[src/rtl/dac_run_controller.sv]
// Run/stop sequencer for the 50 MHz DAC domain: ramps amplitude up/down on start/stop pulses and waits for status round-trip acknowledge.
// Latency: every output is registered; a command takes effect on the edge that samples it.
// Backpressure: none; commands arriving in states that do not accept them are dropped, and ack waits are bounded by ACK_TIMEOUT.
module dac_run_controller #(
  parameter int DAC_WIDTH   = 16,
  parameter int AMP_STEP    = 64,
  parameter int ACK_TIMEOUT = 1024
) (
  input  logic                 clk_50,
  input  logic                 reset_n,
  input  logic                 start_cmd,
  input  logic                 stop_cmd,
  input  logic [DAC_WIDTH-1:0] amplitude_target,
  input  logic                 running_fb,
  input  logic                 stopped_fb,
  output logic                 dac_running,
  output logic                 dac_stopped,
  output logic [DAC_WIDTH-1:0] dac_amplitude,
  output logic                 fifo_wr_enable,
  output logic                 ack_timeout_err,
  output logic [2:0]           state
);

  typedef enum logic [2:0] {
    S_IDLE      = 3'd0,
    S_RAMP_UP   = 3'd1,
    S_RUN_ACK   = 3'd2,
    S_RUNNING   = 3'd3,
    S_RAMP_DOWN = 3'd4,
    S_STOP_ACK  = 3'd5
  } state_e;

  localparam int W1 = DAC_WIDTH + 1;
  localparam int CW = (ACK_TIMEOUT > 1) ? $clog2(ACK_TIMEOUT) : 1;
  localparam logic [W1-1:0]        STEP_W = W1'(AMP_STEP);
  localparam logic [DAC_WIDTH-1:0] STEP_N = DAC_WIDTH'(AMP_STEP);
  localparam logic [CW-1:0]        CNT_LAST = CW'(ACK_TIMEOUT - 1);

  state_e               state_q, state_d;
  logic [DAC_WIDTH-1:0] amp_q, amp_d;
  logic [DAC_WIDTH-1:0] target_q, target_d;
  logic [CW-1:0]        cnt_q, cnt_d;
  logic                 running_q, running_d;
  logic                 stopped_q, stopped_d;
  logic                 fifo_q, fifo_d;
  logic                 err_q, err_d;

  logic [W1-1:0]        up_sum;
  logic [DAC_WIDTH-1:0] up_amp;
  logic [DAC_WIDTH-1:0] dn_amp;
  logic                 ack_expired;

  // Next ramp values; the up sum carries an extra bit so a step past full scale clamps to target instead of wrapping.
  always_comb begin
    up_sum      = {1'b0, amp_q} + STEP_W;
    up_amp      = (up_sum > {1'b0, target_q}) ? target_q : up_sum[DAC_WIDTH-1:0];
    dn_amp      = ({1'b0, amp_q} > STEP_W) ? (amp_q - STEP_N) : '0;
    ack_expired = (cnt_q == CNT_LAST);
  end

  // Sequencer next-state and registered-output updates.
  always_comb begin
    state_d   = state_q;
    amp_d     = amp_q;
    target_d  = target_q;
    cnt_d     = cnt_q;
    running_d = running_q;
    stopped_d = stopped_q;
    fifo_d    = fifo_q;
    err_d     = err_q;

    unique case (state_q)
      S_IDLE: begin
        if (start_cmd && !stop_cmd) begin
          target_d  = amplitude_target;
          stopped_d = 1'b0;
          err_d     = 1'b0;
          if (amplitude_target == '0) begin
            state_d   = S_RUN_ACK;
            running_d = 1'b1;
            cnt_d     = '0;
          end else begin
            state_d = S_RAMP_UP;
          end
        end
      end
      S_RAMP_UP: begin
        if (stop_cmd) begin
          state_d = S_RAMP_DOWN;
        end else begin
          amp_d = up_amp;
          if (up_amp == target_q) begin
            state_d   = S_RUN_ACK;
            running_d = 1'b1;
            cnt_d     = '0;
          end
        end
      end
      S_RUN_ACK: begin
        cnt_d = cnt_q + 1'b1;
        if (stop_cmd) begin
          state_d   = S_RAMP_DOWN;
          running_d = 1'b0;
        end else if (running_fb) begin
          state_d = S_RUNNING;
          fifo_d  = 1'b1;
        end else if (ack_expired) begin
          state_d = S_RUNNING;
          fifo_d  = 1'b1;
          err_d   = 1'b1;
        end
      end
      S_RUNNING: begin
        if (stop_cmd) begin
          state_d   = S_RAMP_DOWN;
          running_d = 1'b0;
          fifo_d    = 1'b0;
        end
      end
      S_RAMP_DOWN: begin
        amp_d = dn_amp;
        if (dn_amp == '0) begin
          state_d   = S_STOP_ACK;
          stopped_d = 1'b1;
          cnt_d     = '0;
        end
      end
      S_STOP_ACK: begin
        cnt_d = cnt_q + 1'b1;
        if (stopped_fb && !running_fb) begin
          state_d = S_IDLE;
        end else if (ack_expired) begin
          state_d = S_IDLE;
          err_d   = 1'b1;
        end
      end
      default: begin
        state_d = S_IDLE;
      end
    endcase
  end

  // State and output registers; reset drops straight to the stopped idle condition without ramping.
  always_ff @(posedge clk_50 or negedge reset_n) begin
    if (!reset_n) begin
      state_q   <= S_IDLE;
      amp_q     <= '0;
      target_q  <= '0;
      cnt_q     <= '0;
      running_q <= 1'b0;
      stopped_q <= 1'b1;
      fifo_q    <= 1'b0;
      err_q     <= 1'b0;
    end else begin
      state_q   <= state_d;
      amp_q     <= amp_d;
      target_q  <= target_d;
      cnt_q     <= cnt_d;
      running_q <= running_d;
      stopped_q <= stopped_d;
      fifo_q    <= fifo_d;
      err_q     <= err_d;
    end
  end

  assign dac_running     = running_q;
  assign dac_stopped     = stopped_q;
  assign dac_amplitude   = amp_q;
  assign fifo_wr_enable  = fifo_q;
  assign ack_timeout_err = err_q;
  assign state           = state_q;

endmodule

[config.mk]
export PLATFORM = sky130hd
export DESIGN_NAME = dac_run_controller
export DESIGN_NICKNAME = d
export VERILOG_FILES = /design/src/rtl/dac_run_controller.sv
export SDC_FILE = /design/constraint.sdc
export NUM_CORES = 1
export LEC_CHECK = 0
export CORE_MARGIN = 3
export CORE_UTILIZATION = 53
export CTS_BUF_LIST = sky130_fd_sc_hd__clkbuf_2
export CTS_CLUSTER_SIZE = 14
export DETAILED_ROUTE_END_ITERATION = 16
export GPL_TIMING_DRIVEN = 0
export PLACE_DENSITY = 0.78
export SETUP_SLACK_MARGIN = 0.15
export SLEW_MARGIN = 20
export SYNTH_ARGS = -nofsm -noshare
export SYNTH_HDL_FRONTEND = slang
export SYNTH_SLANG_ARGS = --single-unit
[constraint.sdc]
create_clock -name clk_50 -period 3.2 [get_ports clk_50]
set_input_delay 0.64 -clock clk_50 [delete_from_list [all_inputs] [get_ports clk_50]]
set_output_delay 0.64 -clock clk_50 [all_outputs]
set_load 0.02 [all_outputs]
==> results.cfg, run 1 <==
[run_status]
outcome = completed

[synth]
post-synth-top-area-fraction_pct = 32.24
yosys_warnings = 0
synth-seq-area-share_pct = 32.94
synthCells = 439
synth-edff-count = 0
synth_top_area_cell = dfrtp_1
postSynth.asyncResetShare_pct = 100.0
synthTopCellsByCount = dfrtp_1 (48), nor2_1 (34), o21ai_0 (32)
ys_types = 62
avgSynthCellArea_um2 = 8.488
yosysMostFrequentCell = dfrtp_1
ys.flop_type = dfrtp_1
synth_seq_cells = 49
synth_nets = 481
synth.area.top_cells = dfrtp_1 (32%), ha_1 (6.7%), mux2_2 (4.8%)
syn_area_mm2 = 0.003726

[timing]
worst_pin_slew_ps = 797.7
worst_slack_ps = 20.75
setup_violations = 0
layout_min_cycle_time_ps = 3179
fin_hold_ws_ps = 75.69
finalHoldViolCount = 0
fmax_mhz = 314.5
rsz0062_at_grt = yes
finalCritPeriodShare_pct = 99.35
maxSlewHeadroom_pct = 46.41
skew_ps = 15.04
drv_slew = 0

[detailed_routing]
wl_per_cell_um = 17.24
drt_wl_total_um = 10380
postRouteAntennaNets = 0
drcViolationCount = 0
via_count = 3639
drt-initial-drc-count = 332
routed_via_density = 6.045
drtPass1Iterations = 5

[die]
die_h_um = 89.85
rows = 29
die_x_um = 89.85
pin_count = 45
core_area_mm2 = 0.006568
fp.dieArea_mm2 = 0.008072
initial_core_util_pct = 56.73

[global_routing]
grt_max_degree = 33
overflow = 0
grt_pass1_vias = 3479
antenna_found_initial = 0
grt_usage_pct = 25.61
grt_pass1_wl_um = 17140

[worst_setup_path]
cp.arrival_ps = 3590
r2r_setup_slack_ps = 20
crit_required_ps = 3610
reg2reg_from = dac_amplitude[7]
reg2reg_depth = 15
cp_max_fo = 5
crit_type = flip-flop to flip-flop
cp-start-kind = flip-flop
end_kind = flip-flop
timing.rr.end = cnt_q[7]

[job]
drv_cap = 0

[clocking]
clk_pin_slew_ps = 250
clk_latency_ps = 460
h-tree-depth = 2
cts.sinks = 49
cts_hold_buf = 0
cts_root_buf = clkbuf_2
clockBufferDepth = 2
cts_buffers = 5
cts_tree = built

[place]
hpwl_um = 7504
place.gp.congestion = 0.9658
pre_cts_slack_ps = -396.1
port_buffers = 44

[final_layout]
final_util_pct = 72.85
n_antenna_cell = 0
area_delta_synth_final_pct = 28.41
drive_gt1_share_pct = 21.02
nNetsFinal = 550
n_fill_cell = 515

[pwr]
p_leak_nw = 1.999
ir_worst_vdd_mv = 0.5135
power_density_mw_per_mm2 = 1018

[min_path]
min_path_type = primary input to asynchronous set/reset pin
placed cells by master, fill, tap and decap left out, drive strengths merged, types with 6 or more instances in the layout:
cell type,netlist,layout
dfrtp,48,48
and3,9,9
a21oi,24,24
nor2,34,34
xor2,7,7
buf,10,30
ha,20,20
nor4,10,10
a31oi,8,8
nand2b,6,6
nand2,30,30
clkdlybuf4s50,0,43
mux2,16,16
nand3,26,26
inv,31,31
nor3,7,7
xnor2,17,17
clkbuf,16,21
o21ai,38,38
nand4,8,8
metal layers:
layer / part of all wire [%] / global-route usage, %
met5: 0 / 0
met4: 2.5 / 9.068
met3: 7.7 / 3.422
met2: 47 / 40.91
met1: 43 / 35.76
where the power goes:
group          leakage (nW)  switching, W  internal (W)
sequential            0.611      0.000293      0.000874
clock                0.0432      0.000209      0.000137
combinational          1.35       0.00186       0.00149
total                  2.00       0.00237       0.00250
stage by stage:
step / TNS, ps / std cells / instance area [um^2] / power [W]
after floorplan: 0 / 439 / 3759 / 0.003147
after global placement: -5845 / 576 / 4315 / 0.003861
after detailed placement: -7682 / 577 / 4330 / 0.003953
after CTS: 0 / 600 / 4637 / 0.004581
after global routing: -462.2 / 602 / 4785 / 0.005255
final: 0 / 602 / 4785 / 0.004871
kinds of logic (layout without fill, tap and decap cells):
family / Yosys count / in the layout / share of synthesized area (%)
muxes: 18 / 18 / 5.373
xor gates and xnor gates: 24 / 24 / 5.843
AOI/OAI and AO/OA: 120 / 120 / 20.99
DFF: 49 / 49 / 32.94
adders and majority gates: 20 / 20 / 6.716
buffers and inverters: 57 / 127 / 6.951
and+or+nand+nor: 151 / 151 / 21.19
worst max-delay path: stages, from the launching register on:
cell and delay [ps]:
dfrtp_2 440, buf_6 110, ha_4 150, nand3_4 100
nor2_4 130, nand3_2 120, xnor2_2 270, ha_4 250
a211oi_2 160, o21ai_1 100, a311oi_2 320, o2bb2ai_4 170
o21ai_2 80, o311a_1 390, buf_6 170, a31oi_4 150
final cells by class:
cell class              instances  area [um^2]  share of cell area, %
flip-flops and latches         49         1231                  25.73
plain buffers                  25        157.7                  3.295
well taps                      93        116.4                  2.432
inverters                      31        116.4                  2.432
multi-input cells             333         2481                  51.86
repair buffers                 63        613.1                  12.81
clock inverters                 2        38.79                 0.8107
clock buffers                   6        30.03                 0.6276
how the worst max path moves through the flow:
stage | from | endpoint | slack (ps) | cells past startpoint
after floorplan | dac_amplitude[6] | cnt_q[3] | 170 | 14
after global placement | dac_amplitude[6] | dac_amplitude[8] | -310 | 15
after detailed placement | dac_amplitude[6] | dac_amplitude[8] | -400 | 15
after CTS | dac_amplitude[7] | cnt_q[5] | 110 | 14
after global routing | dac_amplitude[7] | cnt_q[5] | -80 | 15
final | dac_amplitude[7] | cnt_q[7] | 20 | 15
state kept, by name, indices dropped and copies added (netlist names):
register,flops
state,3
dac_stopped,1
ack_timeout_err,1
target_q,16
fifo_wr_enable,1
dac_running,1
dac_amplitude,16
cnt_q,10
what timing repair did:
item                                    in CTS  in global routing
pin swaps                                   10                 15
endpoints found under the setup margin      29                 30
setup buffers                               14                  3
gates cloned                                 1                  0
resized for setup                           28                 29
hold endpoints to repair                     0                  0
Power figures use the tool's default switching activity.
==> inputs of run 2 (changes only) <==
--- a/config.mk
+++ b/config.mk
@@ -6,12 +6,12 @@
 export NUM_CORES = 1
 export LEC_CHECK = 0
 export CORE_MARGIN = 3
-export CORE_UTILIZATION = 53
+export CORE_UTILIZATION = 62
 export CTS_BUF_LIST = sky130_fd_sc_hd__clkbuf_2
 export CTS_CLUSTER_SIZE = 14
 export DETAILED_ROUTE_END_ITERATION = 16
 export GPL_TIMING_DRIVEN = 0
-export PLACE_DENSITY = 0.78
+export PLACE_DENSITY = 0.86
 export SETUP_SLACK_MARGIN = 0.15
 export SLEW_MARGIN = 20
 export SYNTH_ARGS = -nofsm -noshare
==> constraint.sdc (replaced) <==
create_clock -name clk_50 -period 4 [get_ports clk_50]
set_input_delay 0.8 -clock clk_50 [delete_from_list [all_inputs] [get_ports clk_50]]
set_output_delay 0.8 -clock clk_50 [all_outputs]
set_load 0.02 [all_outputs]
==> run 2 against run 1 <==
Effect of this change:
- routed wire length shrank 7.6%
- first-iteration DRC count increased by 20%
- power down 28%
- sequential cell count did not move
- cell count decreased by 6.0%
- clock power is 21% lower
- largest cell class unchanged
==> results.cfg, run 2 (synthesized netlist as in run 1, its figures left out) <==
[final_layout]
n_fill_cell = 417
instances_no_fill = 566
layout_common_cells = dfrtp_1 (47), clkdlybuf4s50_1 (43), nor2_1 (33), o21ai_0 (32), inv_1 (31)
final_common_cell = dfrtp_1
n_antenna_cell = 0
drive_gt1_share_pct = 11.54
multi_input_area_mm2 = 0.002261
seqCellArea_mm2 = 0.001229
area_delta_synth_final_pct = 17.53
nNetsFinal = 535

[pwr]
clkPwrFrac_pct = 7.8
p_leak_nw = 1.858
p_sw_w = 0.001715
ir_worst_vdd_mv = 0.5179
seqPwrFrac_pct = 26.4
p_comb_share_pct = 65.8
cell_internal_pwr_w = 0.001771
power_density_mw_per_mm2 = 796.0
switching_share_pct = 49.19

[global_routing]
grt_usage_pct = 28.33
antenna_found_initial = 0
grt_max_degree = 30
grt_pass1_vias = 3467
overflow = 0
grt_pass1_wl_um = 16440

[worst_setup_path]
cp.arrival_ps = 4020
cp-start-kind = flip-flop
cpPeakStageDelay_ps = 470
cp_max_fo = 10
crit_top_cell = ha_1
crit_required_ps = 4310
path_delay_family = compound AO/OA/AOI/OAI gates
worstPathCellList = ha_1, nand3_2, nor2_4, nand3_1, xnor2_2, ha_1, a211oi_1, o21ai_0, a311oi_1, o2bb2ai_2, buf_4, buf_2, o211ai_1, o311ai_0
end_kind = flip-flop
crit_type = flip-flop to flip-flop
cp_num_buf_inv = 2
cp_slowest_cell = dfrtp_1

[place]
port_buffers = 44
place.gp.congestion = 0.9145
hpwl_um = 7438
placed_cells = 556

[clocking]
cts_buffers = 5
cts_tree = built
clk_latency_ps = 440
clockBufferDepth = 2
clk_pin_slew_ps = 270
cts_root_buf = clkbuf_2
h-tree-depth = 2
cts.sinks = 49

[detailed_routing]
wl_per_cell_um = 16.94
drcViolationCount = 0
drt_wl_total_um = 9587
drtPass1Iterations = 5
postRouteAntennaNets = 0
routed_via_density = 6.422
drt-initial-drc-count = 399
via_count = 3635

[min_path]
min_path_type = primary input to asynchronous set/reset pin

[job]
drv_cap = 0

[timing]
tns_ps = 0
rsz0062_at_grt = yes
fin_hold_ws_ps = 271.7
drv_slew = 0
worst_pin_slew_ps = 773.6
setup_violations = 0
maxSlewHeadroom_pct = 48.03
finalHoldViolCount = 0
layout_min_cycle_time_ps = 3718
fmax_mhz = 269.0
finalCritPeriodShare_pct = 92.95
skew_ps = 22.93

[run_status]
outcome = completed

[die]
die_x_um = 83.52
fp.dieArea_mm2 = 0.006976
core_area_mm2 = 0.005675
rows = 27
die_h_um = 83.52
pin_count = 45
initial_core_util_pct = 65.65
run 2: cell type report:
class / count / share of cell area, %
sequential: 49 / 28.06
buffer: 26 / 3.343
clock inverter: 3 / 0.9429
multi-input combinational: 333 / 51.63
clock buffer: 5 / 0.5714
tap: 72 / 2.057
timing repair buffer: 47 / 10.74
inverter: 31 / 2.657
run 2: per-stage QoR:
stage	instance area [um^2]	util, %	power [W]	setup slack [ps]
2_1_floorplan	3726	-	0.002495	573.0
3_3_place_gp	4257	75.00	0.003052	49.44
3_5_place_dp	4272	75.26	0.003143	0.5462
4_1_cts	4342	76.50	0.003416	150.6
5_1_grt	4379	77.16	0.003786	119.4
6_report	4379	77.16	0.003486	282.1
run 2: what timing repair did:
| action | 4_1_cts | 5_1_grt |
|---|---|---|
| hold buffers | 0 | 0 |
| setup buffers | 0 | 2 |
| endpoints found under the setup margin | 26 | 26 |
| resized for setup | 2 | 7 |
run 2: per-layer routing:
metal	GRT usage, %	up-vias	share of wire [%]
met5	0	-	0
met4	7.749	0	2.1
met3	3.455	22	7.0
met2	45.55	175	47
met1	40.57	1732	44
li1	-	1706	-
run 2: worst reg2reg max path: cells and delay by family, from the launching register on:
kind	cells	cell delay (ps)
AOI/OAI and AO/OA	6	1280
xor gates and xnor gates	1	190
adders and majority gates	2	550
buffers and inverters	2	460
DFF	1	470
and+or+nand+nor	3	640
run 2: worst paths after layout:
path                       cells after the start             start                 to  slack, ps
max                                           14  dac_amplitude[7]  dac_amplitude[15]        280
min                                            1           reset_n           state[1]        270
max reg2reg                                   14  dac_amplitude[7]  dac_amplitude[15]        280
min reg2reg                                    2       dac_stopped        dac_stopped        510
max in group asynchronous                      2           reset_n   dac_amplitude[3]       3170
min in group clk_50                            2       dac_stopped        dac_stopped        510
run 2: power by group through the flow:
stage               logic (W)  clock network [W]  registers [W]
floorplan             0.00152                  0       0.000970
global placement      0.00213                  0       0.000920
detailed placement    0.00221                  0       0.000935
CTS                   0.00222           0.000276       0.000924
global route          0.00254           0.000294       0.000953
finish                0.00229           0.000273       0.000920
